### src/rtl/pll_reconf_loader.sv
// Initiator for the PLL reconfiguration ROM: reads the scan image, shifts it into the PLL and applies it.
// Define PLL_RECONF_TIMEOUT_EN to add a scandone watchdog of TIMEOUT_CYCLES cycles in WAIT_DONE.
module pll_reconf_loader #(
    parameter int SCAN_LEN       = 144,
    parameter int ROM_LATENCY    = 2,
    parameter int RECONF_DELAY   = 3,
    parameter int TIMEOUT_CYCLES = 4096
) (
    input  logic       clock,
    input  logic       reset,
    input  logic       start,
    output logic [7:0] rom_address,
    output logic       rom_read_ena,
    input  logic       rom_q,
    input  logic       rom_reconfig,
    output logic       pll_scanclkena,
    output logic       pll_scandata,
    output logic       pll_configupdate,
    input  logic       pll_scandone,
    output logic       busy,
    output logic       done,
    output logic       error
);

    typedef enum logic [2:0] {
        S_IDLE, S_READ, S_DRAIN, S_WAIT_RECONF, S_UPDATE, S_WAIT_DONE, S_DONE, S_ERROR
    } state_t;

    localparam logic [7:0] LAST_ADDR    = 8'(SCAN_LEN - 1);
    localparam logic [7:0] RECONF_EARLY = 8'(RECONF_DELAY - 1);
    localparam logic [7:0] RECONF_LATE  = 8'(RECONF_DELAY + 1);

    if (SCAN_LEN < 1 || SCAN_LEN > 256 || ROM_LATENCY < 1 || RECONF_DELAY < 1 ||
        TIMEOUT_CYCLES < 1 || TIMEOUT_CYCLES > 8192) begin : g_bad_params
        $error("pll_reconf_loader: unsupported parameter set");
    end

    state_t                 r_state;
    state_t                 w_state_next;
    logic [7:0]             r_addr;
    logic [7:0]             r_cnt;     // cycles since read_ena fell, then the scandone blanking flag
    logic [ROM_LATENCY-1:0] r_rd_dly;
    logic [ROM_LATENCY-1:0] w_rd_dly_next;
    logic                   r_error;

`ifdef PLL_RECONF_TIMEOUT_EN
    localparam logic [12:0] TIMEOUT_LAST = 13'(TIMEOUT_CYCLES - 1);
    logic [12:0] r_wdog;

    always_ff @(posedge clock or posedge reset) begin
        if (reset) begin
            r_wdog <= '0;
        end else if (r_state == S_UPDATE) begin
            r_wdog <= '0;
        end else if (r_state == S_WAIT_DONE) begin
            r_wdog <= r_wdog + 13'd1;
        end
    end
`endif

    // read_ena delayed by the ROM latency marks exactly the cycles on which rom_q is a scan bit
    assign w_rd_dly_next = (r_rd_dly << 1) | ROM_LATENCY'(rom_read_ena);

    // NOTE: every signal driven here gets a default first so no latch is inferred.
    always_comb begin
        w_state_next = r_state;
        unique case (r_state)
            S_IDLE:        if (start) w_state_next = S_READ;
            S_READ:        if (r_addr == LAST_ADDR) w_state_next = S_DRAIN;
            S_DRAIN:       if (w_rd_dly_next == '0) w_state_next = S_WAIT_RECONF;
            S_WAIT_RECONF: begin
                if (rom_reconfig) begin
                    w_state_next = (r_cnt >= RECONF_EARLY) ? S_UPDATE : S_ERROR;
                end else if (r_cnt >= RECONF_LATE) begin
                    w_state_next = S_ERROR;
                end
            end
            S_UPDATE:      w_state_next = S_WAIT_DONE;
            S_WAIT_DONE: begin
                // scandone is blanked on the strobe cycle and the one after while the PLL drops it
                if (pll_scandone && (r_cnt != '0)) begin
                    w_state_next = S_DONE;
                end
`ifdef PLL_RECONF_TIMEOUT_EN
                else if (r_wdog == TIMEOUT_LAST) begin
                    w_state_next = S_ERROR;
                end
`else
                // without the watchdog the loader waits for scandone indefinitely
`endif
            end
            S_DONE:        w_state_next = S_IDLE;
            S_ERROR:       w_state_next = S_IDLE;
            default:       w_state_next = S_IDLE;
        endcase
    end

    // NOTE: sequential state uses non-blocking assignments so every flop samples pre-edge values.
    always_ff @(posedge clock or posedge reset) begin
        if (reset) begin
            r_state  <= S_IDLE;
            r_addr   <= '0;
            r_cnt    <= '0;
            r_rd_dly <= '0;
            r_error  <= 1'b0;
        end else begin
            r_state  <= w_state_next;
            r_rd_dly <= w_rd_dly_next;
            case (r_state)
                S_IDLE: begin
                    if (start) begin
                        r_addr  <= '0;
                        r_error <= 1'b0;
                    end
                end
                S_READ: begin
                    if (r_addr != LAST_ADDR) r_addr <= r_addr + 8'd1;
                    else                     r_cnt  <= '0;
                end
                S_DRAIN, S_WAIT_RECONF: r_cnt <= r_cnt + 8'd1;
                S_UPDATE:               r_cnt <= '0;
                S_WAIT_DONE:            r_cnt <= 8'd1;
                default: ;
            endcase
            if (w_state_next == S_ERROR) r_error <= 1'b1;
        end
    end

    assign rom_address      = r_addr;
    assign rom_read_ena     = (r_state == S_READ);
    assign pll_scanclkena   = r_rd_dly[ROM_LATENCY-1] && (r_state != S_ERROR);
    assign pll_scandata     = pll_scanclkena & rom_q;
    assign pll_configupdate = (r_state == S_UPDATE);
    assign busy             = (r_state != S_IDLE) && (r_state != S_DONE) && (r_state != S_ERROR);
    assign done             = (r_state == S_DONE);
    assign error            = r_error;

endmodule

### config.mk
export PLATFORM = sky130hd
export DESIGN_NAME = pll_reconf_loader
export DESIGN_NICKNAME = d
export VERILOG_FILES = /design/src/rtl/pll_reconf_loader.sv
export SDC_FILE = /design/constraint.sdc
export NUM_CORES = 1
export LEC_CHECK = 0
export ABC_AREA = 1
export CAP_MARGIN = 10
export CORE_UTILIZATION = 30
export CTS_CLUSTER_DIAMETER = 150
export DETAILED_ROUTE_END_ITERATION = 10
export GPL_TIMING_DRIVEN = 0
export PLACE_DENSITY = 0.63
export SLEW_MARGIN = 20
export SYNTH_ARGS = -nofsm -noshare
export SYNTH_HDL_FRONTEND = slang
export SYNTH_SLANG_ARGS = --single-unit
### constraint.sdc
create_clock -name clock -period 1.5 [get_ports clock]
set_input_delay 0.3 -clock clock [delete_from_list [all_inputs] [get_ports clock]]
set_output_delay 0.3 -clock clock [all_outputs]
set_load 0.03 [all_outputs]
* Yosys cells after proc, flatten, opt, wreduce, memory -nomap -nowiden
Cells that the tools add are included.
** Word-level totals
- Bits in registers :: 22
- Bits of input ports :: 6
- Output and inout port bits :: 15
- Logic and storage cells :: 59
** Operators by class
- Add/subtract/negate cells :: 2
- Magnitude comparators :: 2
- Eq/ne operators :: 15
- Multiplexer cells :: 16
- Bitwise logic cells :: 2
- Reduce and logical (&&, ||, !) cells :: 17
** Operators by type and width (number)
- 8-bit case mux with 4 select lines :: 1
- 8-bit 2-to-1 mux :: 3
- 3-bit case mux with 7 select lines :: 1
- 3-bit 2-to-1 mux :: 6
- 8-bit by 1-bit adder with 8-bit output, second input constant :: 2
- 8-bit case mux with 2 select lines :: 1
- 3-bit equality test, second input constant :: 5
- 8-bit equality test, second input constant :: 1
- 8-bit by 2-bit greater-or-equal comparator with 1-bit output, second input constant :: 1
- 8-bit by 3-bit greater-or-equal comparator with 1-bit output, second input constant :: 1
- 8-bit inequality test, second input constant :: 1
- 8-bit nonzero test :: 1
- 3-bit by 2-bit equality test with 1-bit output, second input constant :: 2
- 3-bit inequality test, second input constant :: 2
- 2-bit nonzero test :: 3
- 1-bit logical AND :: 4
- 2-bit inequality test, second input constant :: 2
- 2-bit AND reduction :: 2
- 4-bit nonzero test :: 1
- 2-bit OR reduction :: 2
- 3-bit by 1-bit equality test with 1-bit output, second input constant :: 1
- 3-bit zero test :: 1
- 1-bit 2-to-1 mux :: 3
- 3-bit AND reduction :: 1
- other kinds (6) :: 6

* Logic depth before layout (Yosys ltp)
Gate-level depths: netlist (run 1).
- Depth after elaboration :: 8
- Gate-level depth with buffers :: 10
- Mapped depth without buffers :: 10

* Least setup slack after synthesis (run 1)
No wires, ideal clock.
- Kind :: register -> register
- Start :: register r_addr[0] (netlist: rom_address[0])
- End :: register r_error (netlist: error)
- Setup time :: 0.121 ns
- Arrival :: 1.519 ns
- Data required time :: 1.379 ns
- Slack :: -0.140 ns
- Stages on the path, launching flop included :: 11
- Path buffers :: 0
- Period minus slack after synthesis :: 1.640 ns
- Path through :: dfrtp_1 ha_1 nand2_1 nor2_4 nand2_1 nand2_4 inv_1 nor2_1 nand3_1 nand2_1 o21ai_1
** On the way
- Word-level cells in the longest chain between the ends :: 6
- Elaborated cells between the ends (all ways) :: 8
- Those cells by class :: eq/ne (2); mux (3); reduce/logical (3)
** Ends and longest elaborated chain
- start: declaration :: RTL line 40 : logic [7:0] r_addr;
- start signal: assignment :: RTL line 117 : if (r_addr != LAST_ADDR) r_addr <= r_addr + 8'd1;
- 8-bit equality test (*) :: RTL line 69 : S_READ: if (r_addr == LAST_ADDR) w_state_next = S_DRAIN;
- 3-bit 2-to-1 mux (*) :: RTL line 69
- 3-bit case mux with 7 select lines (*) :: RTL line 67 : unique case (r_state)
- 3-bit equality test (*) :: RTL line 125 : if (w_state_next == S_ERROR) r_error <= 1'b1;
- 2-bit nonzero test (no source line)
- 2-bit AND reduction (no source line)
- end signal: assignment :: RTL line 105 : r_error <= 1'b0;
- end signal: assignment :: RTL line 113 : r_error <= 1'b0;
- end signal: assignment :: RTL line 125
- end: declaration :: RTL line 44 : logic r_error;
Mark *: on every way between the ends. The rest lies on a longest branch, timed or not.
A chain may end at the register's enable or synchronous reset.

* Worst setup path in the final report (run 1)
- Start :: register r_state[0]
- End :: output port pll_scandata
** On the way
- Word-level cells in the longest chain between the ends :: 3
** Ends and longest elaborated chain
- start: declaration :: RTL line 38 : state_t r_state;
- start signal: assignment :: RTL line 107 : r_state <= w_state_next;
- 3-bit inequality test :: RTL line 131 : assign pll_scanclkena = r_rd_dly[ROM_LATENCY-1] && (r_state != S_ERROR);
- 1-bit logical AND :: RTL line 131
- 1-bit AND :: RTL line 132 : assign pll_scandata = pll_scanclkena & rom_q;
- end: declaration :: RTL line 17 : output logic pll_scandata,
No other way between the ends.

==> results by group, run 1 <==
Outcome
  – Status: complete, but fails checks
  – Failing checks: negative setup slack

Global route
  – All-Layer GR Usage: 14.51%
  – Vias in the first global route: 1121
  – Largest net degree at the start of global routing: 23
  – Initial antenna violation count: 0
  – First-pass GRT wire length: 5016 um
  – Global route overflow: 0

Placement
  – Detailed Place HPWL: 2037 um
  – Port Buffers: 20
  – Setup WS pre-CTS: -0.5685 ns
  – RePlAce Congestion: 0.7656
  – Inst Count DP: 230
  – Placed Area: 1592 um2

Synth
  – Syn_nets: 170
  – Largest family of logic cells by synthesized area: simple AND/OR/NAND/NOR gates
  – Unique masters post-synth: 26
  – Share of the synthesized area in the top cell type: 42.47%
  – Synth Area in Simple Gates: 31.18%
  – Mean area per synthesized cell: 8.102 um2
  – Mux share of post-synthesis cell area: 0%
  – Register area share after synthesis: 42.47%
  – Post-synthesis adder-cell area fraction: 3.861%
  – Yosys Warn Count: 0
  – Post-synthesis compound-gate area fraction: 10.91%
  – Synth top area cells: dfrtp_1 (42%), nand2_1 (8.4%), inv_1 (6.1%)
  – Largest area contributor in the netlist: dfrtp_1
  – Netlist Area Pre-Place: 1296 um2
  – Post-synthesis xor/xnor area fraction: 4.054%
  – Post-synthesis cell count: 160
  – Yosys reg bits: 22

Final layout
  – Antenna cells: 0
  – Share of layout cells above drive strength 1: 36.54%
  – Finished Layout Cells: 258
  – Final Instance Area: 1913 um2
  – Layout area overhead: 47.59%
  – Util after Layout: 46.82%
  – Final #Nets: 219

Floorplanning
  – Die Y: 67.73 um
  – Die area: 4587 um2
  – Row count: 23
  – Core area: 4086 um2
  – Initial core utilization: 31.72%
  – Chip width: 67.73 um
  – Top-Level Pins: 21

STA
  – Period utilization: 107.8%
  – Clock Skews: 0.01164 ns
  – Fin worst setup slack: -0.1167 ns
  – Fin Setup TNS: -0.3161 ns
  – Fin. Hold Viols: 0
  – Max Transition Viols Final: 0
  – Max Fclk: 618.6 MHz
  – Max-slew headroom: 42.31%
  – Finish-stage setup viols: 4
  – Worst Max-Slew Pin Slew: 0.8644 ns
  – RSZ-0062 raised after global routing: yes
  – Hold WS: 0.3816 ns
  – Fin crit period: 1.617 ns

Route
  – DR DRC count: 0
  – Via Count: 1218
  – WL final: 3159 um
  – Avg WL per Cell: 12.24 um
  – Initial DRC count: 40
  – Post-route ant nets: 0
  – First-pass iteration count of the detailed router: 4
  – Drt via density: 4.721

CTS
  – CTS H-Tree Depth: 1
  – CTS tree: yes
  – Clk buf depth: 2
  – Hold_buf cts: 0
  – Clk sinks: 22
  – CTS root buffer: clkbuf_8
  – CTS Buf Count: 3
  – Clk Latency, worst-skew pair: 0.27 ns
  – Clock Pin Slew Worst Setup and Hold Paths: 0.09 ns

Power
  – Switch Pwr: 1.409 mW
  – Total chip power: 3.325 mW
  – P_leak: 0.9051 nW
  – Clock power share: 17.0%
  – Internal: 1.916 mW
  – Sw Ratio: 42.38%
  – Cell Pwr Density: 1738 nW/um2
  – Power share of the combinational group: 56.3%
  – VDD IR max: 995.9 uV
  – Sequential share of power: 26.7%

Worst hold path
  – Worst hold path class: flop to flop

Worst setup path
  – WS Path Type: flop to output port
  – CP max-delay cell: dfrtp_2
  – Cell chain of the critical path: inv_4 -> nor3_2 -> or2_4 -> nor2_4 -> buf_6
  – Worst setup EP type: output port
  – CP arrival: 1.32 ns
  – Critical path buffer and inverter count: 2
  – Crit Path Max Fanout: 3
  – Largest stage delay on the critical path: 0.46 ns
  – Top delay family on crit path: flip-flops
  – CP required: 1.20 ns
  – Setup crit start kind: flop

Run
  – Max-cap check violation count: 0
Yosys cell counts:
cell type / instances
a21oi_1: 8
a21oi_2: 1
a22o_1: 1
buf_2: 1
dfrtp_1: 22
ha_1: 4
inv_1: 21
inv_2: 2
inv_4: 1
nand2_1: 29
nand2_2: 1
nand2_4: 6
nand3_1: 10
nand3_2: 1
nand4_1: 5
nor2_1: 16
nor2_4: 3
nor3_1: 6
o21ai_0: 11
o21ai_1: 1
o21ai_2: 1
o221ai_1: 1
o22ai_1: 1
or2_2: 1
xnor2_1: 2
xor2_1: 4
final cells by class:
cell class | instances | area [um2]
multi-input combinational | 113 | 747.0
clock inverter | 1 | 30.03
inverter | 24 | 100.1
timing repair buffer | 44 | 370.4
fill | 400 | 2173
tap | 50 | 62.56
clock buffer | 3 | 41.29
buffer | 1 | 5.005
sequential | 22 | 556.8
metal layers:
metal	wire length [um]	part of all wire [%]	GRT usage [%]	vias up
met5	0	0	0	-
met1	1471	47	19.96	579
met2	1559	49	23.89	19
li1	-	-	-	616
met4	40	1.3	1.596	0
met3	88	2.8	3.041	4
placed cells by master, fill, tap and decap left out, types with 2 or more instances in the layout:
cell / netlist / routed
a21oi_1: 8 / 8
buf_2: 1 / 2
buf_4: 0 / 22
buf_6: 0 / 7
clkbuf_2: 0 / 2
clkbuf_8: 0 / 3
clkdlybuf4s50_1: 0 / 5
dfrtp_1: 22 / 17
dfrtp_2: 0 / 5
dlygate4sd2_1: 0 / 7
ha_1: 4 / 3
inv_1: 21 / 18
inv_2: 2 / 2
inv_4: 1 / 4
nand2_1: 29 / 27
nand2_4: 6 / 6
nand2_8: 0 / 2
nand3_1: 10 / 10
nand4_1: 5 / 5
nor2_1: 16 / 10
nor2_2: 0 / 5
nor2_4: 3 / 4
nor3_1: 6 / 2
nor3_2: 0 / 4
o21ai_0: 11 / 5
o21ai_1: 1 / 6
o21ai_2: 1 / 2
xnor2_1: 2 / 2
xor2_1: 4 / 4
timing repair:
item,4_1_cts,5_1_grt
resized for setup,56,30
buffers inserted,12,12
endpoints found under the setup margin,16,12
pin swaps,3,9
logic make-up after synthesis:
group | Yosys count
simple gates | 78
compound gates | 25
buf+inv | 25
flops | 22
xor+xnor | 6
fa+ha+maj | 4
power groups by stage:
stage	Combinational, mW	Sequential [mW]	Clock, mW
2_1_floorplan	0.816	1.03	0
3_5_place_dp	1.36	0.916	0
5_1_grt	2.03	0.912	0.600
4_1_cts	1.54	0.899	0.577
6_report	1.87	0.889	0.565
3_3_place_gp	1.34	0.908	0
flip-flops by register name, summed over array words and instances, names as in the netlist:
register     count
r_rd_dly         2
r_state          3
error            1
rom_address      8
r_cnt            8
final timing paths:
| path | start | to | slack [ns] | cells after the start |
|---|---|---|---|---|
| setup / recovery | r_state[0]$_DFF_PP0_ | pll_scandata | -0.12 | 5 |
| hold / removal | r_rd_dly[0]$_DFF_PP0_ | r_rd_dly[1]$_DFF_PP0_ | 0.38 | 0 |
| setup reg to reg | r_state[2]$_DFF_PP0_ | rom_address[6]$_DFFE_PP0P_ | 0.04 | 9 |
| hold reg to reg | r_rd_dly[0]$_DFF_PP0_ | r_rd_dly[1]$_DFF_PP0_ | 0.38 | 0 |
| max in group asynchronous | reset | rom_address[0]$_DFFE_PP0P_ | 0.40 | 2 |
| min in group asynchronous | reset | r_cnt[7]$_DFFE_PP0P_ | 0.50 | 2 |
worst register-to-register path, cell delays in order, from the launching register on:
cell	delay, ns
dfrtp_2	0.45
buf_4	0.17
nor2_4	0.14
buf_6	0.13
nand2_8	0.07
nand2_8	0.10
nand2_4	0.06
o21ai_2	0.10
nand2_1	0.07
nor2_2	0.09
No activity file was read; power rests on OpenSTA's default activity.
==> run 2, diff against run 1 <==
--- a/config.mk
+++ b/config.mk
@@ -11,8 +11,7 @@
 export CTS_CLUSTER_DIAMETER = 150
 export DETAILED_ROUTE_END_ITERATION = 10
 export GPL_TIMING_DRIVEN = 0
-export PLACE_DENSITY = 0.63
-export SLEW_MARGIN = 20
+export PLACE_DENSITY = 0.61
 export SYNTH_ARGS = -nofsm -noshare
 export SYNTH_HDL_FRONTEND = slang
 export SYNTH_SLANG_ARGS = --single-unit
==> constraint.sdc (replaced) <==
create_clock -name clock -period 1.8 [get_ports clock]
set_input_delay 0.36 -clock clock [delete_from_list [all_inputs] [get_ports clock]]
set_output_delay 0.36 -clock clock [all_outputs]
set_load 0.03 [all_outputs]
==> results by group, run 2 (same netlist as run 1, synthesis figures left out) <==
Worst setup path
  – Critical path buffer and inverter count: 1
  – Crit Reg-Reg Startpoint: rom_address[0]$_DFFE_PP0P_
  – Crit Path Max Fanout: 4
  – Critical path depth: 1
  – CP max-delay cell: clkdlybuf4s50_1
  – Worst R2R End: error$_DFFE_PP0P_
  – Largest stage delay on the critical path: 0.69 ns
  – Setup crit start kind: flop
  – Cell chain of the critical path: clkdlybuf4s50_1
  – WS Path Type: flop to output port
  – Crit path from: rom_address[1]$_DFFE_PP0P_
  – Reg2Reg Depth: 10
  – CP required: 1.44 ns
  – Worst R2R Setup Slack: 0.25 ns
  – Worst setup EP type: output port
  – Top delay family on crit path: buffers and inverters
  – Critical Path End: rom_address[1]
  – CP arrival: 1.37 ns

Placement
  – Port Buffers: 20
  – Detailed Place HPWL: 2003 um
  – RePlAce Congestion: 0.7888
  – Inst Count DP: 230

Worst hold path
  – Worst hold path class: flop to flop
  – Worst Hold Path Cells: 0

Floorplanning
  – Core area: 4086 um2
  – Initial core utilization: 31.72%
  – Die Y: 67.73 um
  – Chip width: 67.73 um
  – Top-Level Pins: 21
  – Row count: 23
  – Die area: 4587 um2

Power
  – P_leak: 0.7576 nW
  – Sw Ratio: 45.25%
  – Switch Pwr: 1.001 mW
  – Internal: 1.211 mW
  – Cell Pwr Density: 1352 nW/um2
  – Sequential share of power: 32.8%
  – VDD IR max: 809.7 uV
  – Power share of the combinational group: 50.6%
  – Clock power share: 16.6%

CTS
  – CTS tree: yes
  – CTS Buf Count: 3
  – Clock Pin Slew Worst Setup and Hold Paths: 0.08 ns
  – CTS root buffer: clkbuf_8
  – Clk sinks: 22
  – Clk buf depth: 2
  – Hold_buf cts: 0
  – CTS H-Tree Depth: 1
  – Clk Latency, worst-skew pair: 0.27 ns

Route
  – Via Count: 1109
  – First-pass iteration count of the detailed router: 4
  – DR DRC count: 0
  – Avg WL per Cell: 11.63 um
  – Post-route ant nets: 0
  – WL final: 2767 um
  – Initial DRC count: 64
  – Drt via density: 4.660

STA
  – Fin Setup TNS: 0 ns
  – Period utilization: 96.18%
  – Max-slew headroom: 44.30%
  – Max Fclk: 577.6 MHz
  – Finish-stage setup viols: 0
  – Hold WS: 0.3820 ns
  – Clock Skews: 0.004894 ns
  – Max Transition Viols Final: 0
  – Worst Max-Slew Pin Slew: 0.8346 ns
  – Fin. Hold Viols: 0
  – Fin crit period: 1.731 ns

Final layout
  – Layout area overhead: 26.25%
  – Commonest non-fill, non-tap cell in the layout: nand2_1
  – Finished Layout Cells: 238
  – Final #Nets: 199
  – Share of layout cells above drive strength 1: 17.02%
  – Most frequent cells in the layout: nand2_1 (29), inv_1 (21), dfrtp_1 (20), nor2_1 (16), clkdlybuf4s50_1 (13)
  – Antenna cells: 0

Global route
  – Largest net degree at the start of global routing: 23
  – Initial antenna violation count: 0
  – Vias in the first global route: 1050
  – First-pass GRT wire length: 4719 um
  – All-Layer GR Usage: 13.92%
  – Global route overflow: 0

Run
  – Max-cap check violation count: 0

Outcome
  – Status: complete, no violations
==> run 2: repair_timing <==
action                                  in CTS  in global routing
pin swaps                                    0                  1
resized for setup                           22                  7
endpoints found under the setup margin       6                  6
setup buffers                                2                  2
==> run 2: cell type report <==
class,count,area (um2)
Timing Repair Buffer,24,215.2
Multi-Input combinational cell,113,650.6
Clock buffer,4,55.05
Tap cell,50,62.56
Buffer,1,5.005
Sequential cell,22,553.0
Fill cell,436,2450
Inverter,24,95.09
==> run 2: through the flow <==
step           setup slack [ns]  power [mW]  area (um2)  util (%)
3_5_place_dp            -0.3018       1.856        1559     38.15
4_1_cts                 0.01521       2.207        1617     39.56
6_report                0.06877       2.212        1637     40.05
3_3_place_gp            -0.2932       1.843        1559     38.15
2_1_floorplan            0.1067       1.493        1296         -
5_1_grt               -0.006079       2.390        1637     40.05
==> run 2: worst min path at each step <==
stage	from	end	slack [ns]
6_report	r_rd_dly[0]$_DFF_PP0_	r_rd_dly[1]$_DFF_PP0_	0.38
5_1_grt	r_rd_dly[0]$_DFF_PP0_	r_rd_dly[1]$_DFF_PP0_	0.39
4_1_cts	r_rd_dly[0]$_DFF_PP0_	r_rd_dly[1]$_DFF_PP0_	0.38
3_5_place_dp	r_rd_dly[0]$_DFF_PP0_	r_rd_dly[1]$_DFF_PP0_	0.36
3_3_place_gp	r_rd_dly[0]$_DFF_PP0_	r_rd_dly[1]$_DFF_PP0_	0.36
2_1_floorplan	reset	error$_DFFE_PP0P_	0.35
==> run 2: power by group through the flow <==
stage / logic [mW] / registers, mW / clock network [mW]
5_1_grt: 1.24 / 0.749 / 0.397
2_1_floorplan: 0.656 / 0.838 / 0
3_3_place_gp: 1.10 / 0.741 / 0
6_report: 1.12 / 0.726 / 0.367
3_5_place_dp: 1.11 / 0.743 / 0
4_1_cts: 1.10 / 0.727 / 0.377
==> run 2: layer usage <==
layer / up-vias / part of all wire, % / track usage [%]
met3: 4 / 3.0 / 1.520
met2: 23 / 42 / 19.43
met4: 0 / 2.2 / 7.713
li1: 576 / - / -
met1: 506 / 52 / 20.48
met5: - / 0 / 0
==> run 3, diff against run 2 <==
--- a/config.mk
+++ b/config.mk
@@ -7,11 +7,13 @@
 export LEC_CHECK = 0
 export ABC_AREA = 1
 export CAP_MARGIN = 10
+export CELL_PAD_IN_SITES_DETAIL_PLACEMENT = 1
+export CELL_PAD_IN_SITES_GLOBAL_PLACEMENT = 1
 export CORE_UTILIZATION = 30
 export CTS_CLUSTER_DIAMETER = 150
 export DETAILED_ROUTE_END_ITERATION = 10
 export GPL_TIMING_DRIVEN = 0
-export PLACE_DENSITY = 0.61
+export PLACE_DENSITY = 0.74
 export SYNTH_ARGS = -nofsm -noshare
 export SYNTH_HDL_FRONTEND = slang
 export SYNTH_SLANG_ARGS = --single-unit
==> results by group, run 3 (same netlist as run 1, synthesis figures left out) <==
STA
  – Max Transition Viols Final: 0
  – Fin Setup TNS: 0 ns
  – Fin worst setup slack: 0.05177 ns
  – Clock Skews: 0.0009972 ns
  – Max Fclk: 572.0 MHz
  – Period utilization: 97.12%
  – Fin crit period: 1.748 ns
  – Worst Max-Slew Pin Slew: 0.8906 ns
  – Max-slew headroom: 40.56%
  – Fin. Hold Viols: 0
  – Finish-stage setup viols: 0
  – RSZ-0062 raised after global routing: yes

Worst setup path
  – Critical path buffer and inverter count: 2
  – Cell chain of the critical path: clkinv_4 -> nor3_1 -> or2_2 -> nor2_1 -> buf_4
  – Worst setup EP type: output port
  – WS Path Type: flop to output port
  – Top delay family on crit path: flip-flops
  – CP required: 1.44 ns
  – CP max-delay cell: dfrtp_2
  – Crit Path Max Fanout: 6
  – Setup crit start kind: flop
  – CP arrival: 1.39 ns
  – Largest stage delay on the critical path: 0.45 ns

Worst hold path
  – Worst hold path class: flop to flop

Placement
  – RePlAce Congestion: 0.7857
  – Port Buffers: 20
  – Detailed Place HPWL: 2483 um
  – Setup WS pre-CTS: -0.3086 ns
  – Inst Count DP: 230

Outcome
  – Status: complete, no violations

Route
  – Avg WL per Cell: 13.55 um
  – Initial DRC count: 44
  – DR DRC count: 0
  – Drt via density: 4.928
  – First-pass iteration count of the detailed router: 3
  – WL final: 3212 um
  – Via Count: 1168
  – Post-route ant nets: 0

Floorplanning
  – Row count: 23
  – Die area: 4587 um2
  – Die Y: 67.73 um
  – Chip width: 67.73 um
  – Core area: 4086 um2
  – Top-Level Pins: 21
  – Initial core utilization: 31.72%

Final layout
  – Layout area overhead: 26.54%
  – Final #Nets: 198
  – Register Area: 554.3 um2
  – Commonest non-fill, non-tap cell in the layout: nand2_1
  – Most frequent cells in the layout: nand2_1 (29), inv_1 (21), dfrtp_1 (19), nor2_1 (16), clkdlybuf4s50_1 (13)
  – Fillers: 497
  – Finished Layout Cells: 237
  – Share of layout cells above drive strength 1: 17.11%
  – Antenna cells: 0
  – Multi-input gate area: 655.6 um2

CTS
  – Clk Latency, worst-skew pair: 0.26 ns
  – CTS tree: yes
  – CTS H-Tree Depth: 1
  – Clk buf depth: 2
  – CTS Buf Count: 3
  – Clk sinks: 22
  – Clock Pin Slew Worst Setup and Hold Paths: 0.08 ns
  – CTS root buffer: clkbuf_8

Global route
  – Global route overflow: 0
  – Largest net degree at the start of global routing: 23
  – Grt met1 use: 17.93%
  – Vias in the first global route: 1245
  – Global Route met2 Usage: 32.30%
  – Grt met3 use: 2.196%
  – Grt peak-use layer: met2
  – Initial antenna violation count: 0
  – First-pass GRT wire length: 5595 um
  – All-Layer GR Usage: 16.38%

Power
  – Cell Pwr Density: 1353 nW/um2
  – P_leak: 0.7545 nW
  – VDD IR max: 527.5 uV

Run
  – Max-cap check violation count: 0
run 3: area by class of cell:
class / count / share of cell area (%)
repair buffers: 23 / 12.66
plain buffers: 1 / 0.3051
well taps: 50 / 3.814
multi-input cells: 113 / 39.97
inverters: 24 / 6.102
clock buffers: 4 / 3.356
flip-flops and latches: 22 / 33.79
run 3: per-stage QoR:
stage	hold slack (ns)	cell area, um2	power (mW)	utilization (%)
finish	0.3951	1640	2.219	40.14
global placement	0.3735	1559	1.828	38.15
floorplan	0.3488	1296	1.493	-
global route	0.4140	1640	2.370	40.14
CTS	0.3919	1618	2.233	39.59
detailed placement	0.3628	1559	1.885	38.15
run 3: final timing paths:
check	start	endpoint	slack, ns	cells after the start
setup reg to reg	rom_address[0]$_DFFE_PP0P_	error$_DFFE_PP0P_	0.17	10
max in group asynchronous	reset	r_state[2]$_DFF_PP0_	0.61	2
hold reg to reg	r_rd_dly[0]$_DFF_PP0_	r_rd_dly[1]$_DFF_PP0_	0.40	0
min in group asynchronous	reset	r_cnt[6]$_DFFE_PP0P_	0.58	2
hold / removal	r_rd_dly[0]$_DFF_PP0_	r_rd_dly[1]$_DFF_PP0_	0.40	0
setup / recovery	r_state[1]$_DFF_PP0_	pll_scandata	0.05	5
run 3: power by group:
part	total (mW)	internal, mW	switching [mW]	leakage [nW]
Clock	0.361	0.195	0.166	0.0288
Sequential	0.738	0.615	0.124	0.286
Combinational	1.12	0.390	0.730	0.440
Total	2.22	1.20	1.02	0.755
run 3: worst reg2reg max path, stage by stage, from the launching register on:
cell     delay [ns]
dfrtp_1        0.43
ha_1           0.20
nand2_1        0.11
nor2_4         0.15
nand2_1        0.10
nand2_4        0.12
inv_1          0.08
nor2_1         0.11
nand3_1        0.08
nand2_1        0.09
o21ai_1        0.06
run 3: metal layers:
| layer | vias to the layer above | wire length (um) |
|---|---|---|
| met5 | - | 0 |
| met4 | 0 | 29 |
| met3 | 4 | 71 |
| met2 | 13 | 1799 |
| met1 | 580 | 1311 |
| li1 | 571 | - |
run 3: timing repair:
item / CTS / global route
setup endpoints to repair: 6 / 6
pin swaps: 0 / 0
hold buffers: 0 / 0
setup buffers: 2 / 1
gates resized for setup: 23 / 9
